File: config.mk
export PLATFORM = sky130hd
export DESIGN_NAME = operate_exec_unit
export DESIGN_NICKNAME = d
export VERILOG_FILES = /design/src/rtl/operate_exec_unit.sv
export SDC_FILE = /design/constraint.sdc
export NUM_CORES = 1
export LEC_CHECK = 0
export BUFFER_PORTS_ARGS = -buffer_cell sky130_fd_sc_hd__clkbuf_2
export CORE_MARGIN = 8
export CORE_UTILIZATION = 28
export DETAILED_ROUTE_END_ITERATION = 8
export SETUP_SLACK_MARGIN = 0.15
export SLEW_MARGIN = 20
export SYNTH_ARGS = -nofsm -noshare
export SYNTH_HDL_FRONTEND = slang
export SYNTH_SLANG_ARGS = --single-unit
File: constraint.sdc
create_clock -name clk -period 3 [get_ports clk]
set_input_delay 0.15 -clock clk [delete_from_list [all_inputs] [get_ports clk]]
set_output_delay 0.15 -clock clk [all_outputs]
set_load 0.03 [all_outputs]
File: src/rtl/operate_exec_unit.sv
// ============================================================================
// operate_exec_unit
// ----------------------------------------------------------------------------
// Multi-cycle execute/writeback sequencer for the LC-3 operate instructions
// ADD, AND and NOT. It sits directly beside the register file: it accepts one
// instruction over a valid/ready handshake, drives the two read addresses,
// latches the (combinational) read data, computes the result and writes it
// back through DR/inData/LDREG. It also keeps the NZP condition codes.
//
// Sequence per instruction (one state per cycle):
//   IDLE -> READ -> EXEC -> WB -> IDLE
// The write happens at the edge ending WB, which is the 3rd edge after the
// accept edge. Throughput is one instruction every 4 cycles.
//
// Ports:
//   clk          clock, all state changes on the rising edge
//   rst_n        synchronous active-low reset
//   instr_valid  upstream has an instruction on instr
//   instr        16-bit LC-3 instruction word
//   instr_ready  unit can accept an instruction (state is IDLE)
//   SR1, SR2     register file read addresses (from latched IR)
//   SR1OUT       register file read data for SR1 (combinational)
//   SR2OUT       register file read data for SR2 (combinational)
//   DR           register file write address (from latched IR)
//   inData       register file write data (always the result register)
//   LDREG        register file write enable (high during WB)
//   N, Z, P      condition codes, exactly one is high at all times
//   done         one-cycle pulse after a writeback completes
//   illegal      one-cycle pulse after a non-operate opcode is rejected
//
// Parameters:
//   RESET_NZP    value of {N,Z,P} after reset; must be one-hot
// ============================================================================
module operate_exec_unit #(
    parameter logic [2:0] RESET_NZP = 3'b010
) (
    input  logic        clk,
    input  logic        rst_n,
    input  logic        instr_valid,
    input  logic [15:0] instr,
    output logic        instr_ready,
    output logic [2:0]  SR1,
    output logic [2:0]  SR2,
    input  logic [15:0] SR1OUT,
    input  logic [15:0] SR2OUT,
    output logic [2:0]  DR,
    output logic [15:0] inData,
    output logic        LDREG,
    output logic        N,
    output logic        Z,
    output logic        P,
    output logic        done,
    output logic        illegal
);

    // LC-3 opcodes handled by this unit
    localparam logic [3:0] OP_ADD = 4'b0001;
    localparam logic [3:0] OP_AND = 4'b0101;
    localparam logic [3:0] OP_NOT = 4'b1001;

    typedef enum logic [1:0] {
        IDLE = 2'd0,
        READ = 2'd1,
        EXEC = 2'd2,
        WB   = 2'd3
    } state_t;

    state_t      state;
    logic [15:0] ir;
    logic [15:0] a;
    logic [15:0] b;
    logic [15:0] r;

    logic [3:0]  opcode;
    logic        op_legal;
    logic [15:0] imm_sext;
    logic [15:0] operand_b;
    logic [15:0] alu_result;
    logic        res_n;
    logic        res_z;
    logic        res_p;

    // Instruction field decode, all taken from the latched IR so that the
    // register file addresses stay stable for the whole instruction.
    assign opcode   = ir[15:12];
    assign op_legal = (opcode == OP_ADD) || (opcode == OP_AND) || (opcode == OP_NOT);
    assign imm_sext = {{11{ir[4]}}, ir[4:0]};

    assign SR1 = ir[8:6];
    assign SR2 = ir[2:0];
    assign DR  = ir[11:9];

    // Second operand: the 5-bit immediate when IR[5] is set, else SR2 data.
    // For NOT this value is latched into B but never used.
    assign operand_b = ir[5] ? imm_sext : SR2OUT;

    // Handshake and write port. LDREG is gated with rst_n so that a reset
    // arriving during WB prevents the register file from capturing at the
    // same edge that clears the sequencer.
    assign instr_ready = (state == IDLE);
    assign LDREG       = (state == WB) & rst_n;
    assign inData      = r;

    // The ALU itself. Only evaluated meaningfully in EXEC, where A and B hold
    // the operands latched in READ; ADD wraps silently at 16 bits.
    always_comb begin
        alu_result = 16'h0000;
        case (opcode)
            OP_ADD:  alu_result = a + b;
            OP_AND:  alu_result = a & b;
            OP_NOT:  alu_result = ~a;
            default: alu_result = 16'h0000;
        endcase
    end

    // Condition codes derived from the result being written back. Because R
    // is either zero, negative or positive, exactly one of these is high.
    always_comb begin
        res_n = r[15];
        res_z = (r == 16'h0000);
        res_p = ~r[15] & ~res_z;
    end

    // Main sequencer. done and illegal default low every cycle so that they
    // only ever form single-cycle pulses in the cycle after WB or READ.
    // Operands are captured in READ, before any write of the same
    // instruction, so DR overlapping SR1/SR2 needs no special handling.
    always_ff @(posedge clk) begin
        if (!rst_n) begin
            state   <= IDLE;
            ir      <= 16'h0000;
            a       <= 16'h0000;
            b       <= 16'h0000;
            r       <= 16'h0000;
            N       <= RESET_NZP[2];
            Z       <= RESET_NZP[1];
            P       <= RESET_NZP[0];
            done    <= 1'b0;
            illegal <= 1'b0;
        end else begin
            done    <= 1'b0;
            illegal <= 1'b0;
            case (state)
                IDLE: begin
                    if (instr_valid) begin
                        ir    <= instr;
                        state <= READ;
                    end
                end
                READ: begin
                    if (op_legal) begin
                        a     <= SR1OUT;
                        b     <= operand_b;
                        state <= EXEC;
                    end else begin
                        illegal <= 1'b1;
                        state   <= IDLE;
                    end
                end
                EXEC: begin
                    r     <= alu_result;
                    state <= WB;
                end
                WB: begin
                    N     <= res_n;
                    Z     <= res_z;
                    P     <= res_p;
                    done  <= 1'b1;
                    state <= IDLE;
                end
                default: begin
                    state <= IDLE;
                end
            endcase
        end
    end

endmodule

* Word level (Yosys, flattened, before mapping)
Cells that the tools add are included.
** Storage, ports and cells
- Bits in registers :: 71
- Input bits :: 51
- Word-level logic and storage cells :: 38
** Cells by class
- Add/subtract/negate cells :: 1
- Eq/ne operators :: 7
- Multiplexer cells :: 7
- Bitwise operators :: 6
- Reduce and logical (&&, ||, !) cells :: 7
** Operators by type and width (count)
- 16-bit case mux with 3 select lines :: 1
- 16-bit adder :: 1
- 16-bit AND :: 1
- 16-bit logical NOT :: 1
- 16-bit two-way mux :: 1
- 16-bit inverter :: 1
- 2-bit case mux with 4 select lines :: 1
- 2-bit AND reduction :: 3
- 2-bit == test (second input constant) :: 2
- 4-bit by 1-bit == test with 1-bit output (second input constant) :: 1
- 4-bit by 3-bit == test with 1-bit output (second input constant) :: 1
- 4-bit == test (second input constant) :: 1
- 2-bit two-way mux :: 2
- 1-bit AND :: 2
- 2-bit by 1-bit == test with 1-bit output (second input constant) :: 1
- 2-bit logical NOT :: 1
- 1-bit logical OR :: 2
- 1-bit two-way mux :: 2
- 2-bit != test (second input constant) :: 1
- 1-bit inverter :: 2

* Longest topological paths before layout
- Depth in word-level cells :: 5
- Depth in mapped cells :: 9
- Mapped depth without buffers :: 8

* Least setup slack after synthesis
No wires, ideal clock.
- Path kind :: register to register
- From :: register a[0]
- To :: register r[12], in the netlist inData[12]
- Setup time :: 125 ps
- Data arrival time :: 1875 ps
- Required time :: 2875 ps
- Path slack :: 1000 ps
- Cell stages (with the launch flop) :: 9
- Path through :: dfxtp_1 ha_1 fa_1 a21oi_1 o211ai_2 a211oi_1 o41ai_2 xnor2_1 o21ai_1
** Between the ends
- Cells in the longest elaborated chain, start to end :: 2
** Ends and longest elaborated chain
- from (decl) :: RTL line 70 : logic [15:0] a;
- from (signal assigned) :: RTL line 132 : a <= 16'h0000;
- from (signal assigned) :: RTL line 152 : a <= SR1OUT;
- 16-bit adder :: RTL line 109 : OP_ADD: alu_result = a + b;
- 16-bit case mux with 3 select lines :: RTL line 108 : case (opcode)
- to (signal assigned) :: RTL line 161 : r <= alu_result;
- to (decl) :: RTL line 72 : logic [15:0] r;
Every way passes these cells.
A chain may end at the register's enable or synchronous reset.

* Worst setup path in the final report
- From :: register a[0]
- To :: register r[8], in the netlist inData[8]
Same word-level chain as after synthesis.

==> impl_metrics.json <==
{
  "cts_buffers": 9,
  "synth_warnings": 0,
  "insertedDiodeCount": 0,
  "hold_class": "input pin to flip-flop",
  "synth_top_cell_by_area": "dfxtp_1",
  "skew_ns": 0.00503,
  "p_per_area_mw_per_mm2": 497,
  "yosysTopAreaCellShare": 0.372,
  "syn_avg_cell_area_sq_um": 8.03,
  "final_common_cell": "nand2_1",
  "synth_fa_ha_area_frac": 0.0576,
  "drive_gt1_frac": 0.212,
  "drtAntennaViolNets": 0,
  "power_leakage_nw": 1.86,
  "dr.pass1.iters": 4,
  "synth_simple_gate_area_frac": 0.193,
  "fillers": 1401,
  "fin_hold_ws_ns": 0.0377,
  "critPathArrivalTime_ns": 2.45,
  "status": "finished, final reports clean",
  "grt-ovfl-total": 0,
  "peakVddDrop_v": 0.000233,
  "rows": 42,
  "mostFrequentLayoutCells": "nand2_1, clkbuf_2, dfxtp_1",
  "final_area_sq_mm": 0.00457,
  "synth-xor-area-share": 0.0275,
  "drtIter0Drc": 255,
  "initial_core_util": 0.287,
  "drc": 0,
  "vias": 3478,
  "tns_ns": 0,
  "dp_hpwl_mm": 8.86,
  "synth_seq_cells": 71,
  "crit_fanout": 3,
  "fp.dieH_microns": 133,
  "nets": 601,
  "portBuffers": 82,
  "fin_crit_ns": 2.24,
  "synthesis.area_sq_mm": 0.00382,
  "synth_fp_nets": 544,
  "fmaxAchievable_mhz": 446,
  "worstPathRequired_ns": 3.21,
  "synth_cell_type_count": 57,
  "slew_headroom": 0.512,
  "slew_violations": 0,
  "postCtsSetupBuffers": 0,
  "ys_seq_area_frac": 0.372,
  "synthMuxAreaShare": 0.0183,
  "grt_usage": 0.131,
  "synthFlopType": "dfxtp_1",
  "grt_pass1_wl_mm": 18.4,
  "async_reset_ff_frac": 0,
  "wire_per_inst_microns": 16.0,
  "dieWidth_microns": 133,
  "setup.worst_path.end_class": "flip-flop",
  "antenna_found_initial": 0,
  "clockBufferDepth": 2,
  "synth_compound_area_frac": 0.271,
  "fin_crit_sh": 0.748,
  "synthTopCellsByArea": "dfxtp_1, nand2_1, ha_1",
  "synth_edf_count": 0,
  "final_core_util": 0.344,
  "gp_congestion": 0.842,
  "pwr-share-clk": 0.471,
  "synthCells": 476,
  "startpoint_type": "flip-flop",
  "h-tree-depth": 3,
  "grt_start_max_net_pins": 56,
  "power.switching_mw": 0.577,
  "tightest_slew_ns": 0.730,
  "tritoncts": "yes",
  "grt_setup_unrepaired": "no",
  "setup_violations": 0,
  "critPathKind": "flip-flop to flip-flop",
  "wl_mm": 11.5,
  "hold_viol": 0,
  "die_area_sq_mm": 0.0176,
  "root_buffer": "clkbuf_16",
  "syn2layout_area_growth_pct": 19.8,
  "core_region_area_sq_mm": 0.0133,
  "intPower_mw": 1.70,
  "pwr-share-seq": 0.436,
  "grt_pass1_vias": 3449,
  "drv_cap": 0,
  "cts.clk_slew.worst_paths_ns": 0.06,
  "place_area_sq_mm": 0.00428,
  "swShare": 0.254,
  "cts_hold_buf": 0,
  "p_comb_frac": 0.094,
  "cts_sinks": 71,
  "cts_resized": 0,
  "pin_count": 83,
  "synth_top_family_by_area": "compound AO/OA/AOI/OAI gates",
  "via_per_inst": 4.87,
  "clock_latency_ns": 0.33
}
worst max-delay path: stages, from the launching register on:
cell and delay, ns:
dfxtp_1 0.33, ha_1 0.25, fa_1 0.42, a21oi_1 0.30, o211ai_2 0.15, a211oi_1 0.33
nor2_1 0.11, xnor2_1 0.16, o21ai_1 0.08
path summary, 6_finish.rpt:
kind	slack [ns]	startpoint	end	depth (start not counted)
worst max-delay path	0.76	a[0]	inData[8]	8
worst min-delay path	0.04	SR1OUT[10]	a[10]	3
worst max register to register	0.76	a[0]	inData[8]	8
worst min register to register	0.46	ir[9]	ir[9]	2
cells by family after synthesis:
logic type      count (synthesis)
simple gates                  171
compound gates                151
flops                          71
buf+inv                        47
fa+ha+maj                      17
xor+xnor                       12
mux                             7
state kept, by name, indices dropped and copies added, names as in the netlist, named ones only:
signal / cells
P: 1
illegal: 1
N: 1
ir: 16
Z: 1
done: 1
a: 16
inData: 16
state: 1
b: 16
final cells by class:
cell class / count / area (sq um) / area share
clock buffer: 9 / 225 / 0.0492
clock inverter: 7 / 70.1 / 0.0153
inverter: 6 / 22.5 / 0.00492
multi-input combinational: 358 / 2170 / 0.474
sequential: 71 / 1420 / 0.311
tap: 176 / 220 / 0.0481
timing repair buffer: 87 / 448 / 0.0979
power by group through the flow:
stage / clock (mW) / combinational [mW] / sequential, mW
after floorplan: 0 / 0.152 / 1.00
after global placement: 0 / 0.213 / 1.01
after detailed placement: 0 / 0.216 / 1.01
after CTS: 1.10 / 0.217 / 0.989
after global routing: 1.15 / 0.237 / 0.993
final: 1.07 / 0.214 / 0.990
per-stage QoR:
| step | cells | power (mW) | setup WS, ns |
|---|---|---|---|
| 4_1_cts | 714 | 2.30 | 0.776 |
| 5_1_grt | 714 | 2.38 | 0.643 |
| 2_1_floorplan | 476 | 1.15 | 1.00 |
| 3_5_place_dp | 698 | 1.23 | 0.785 |
| 6_report | 714 | 2.27 | 0.755 |
| 3_3_place_gp | 698 | 1.22 | 0.828 |
per-layer routing:
layer,vias to the layer above,global-route usage,routed length [microns]
li1,1778,-,-
met1,1581,0.178,5550
met2,106,0.189,4910
met3,13,0.0394,795
met4,0,0.0524,197
met5,-,0,0
cell usage after synthesis (all sizes together) (2+ instances only):
cell and instances:
nand2 97, dfxtp 71, nor2 39, a21oi 37
a21boi 35, buf 25, o21ai 25, a211oi 17
clkbuf 16, ha 16, xnor2 9, nand3 8
nor2b 8, a22oi 7, mux2i 7, inv 5
o211ai 5, o22ai 5, nor4 4, nand2b 3
xor2 3, a211o 2, a221oi 2, and2 2
nand4 2, nor3b 2, o21a 2, o21bai 2
Power figures use the tool's default switching activity.
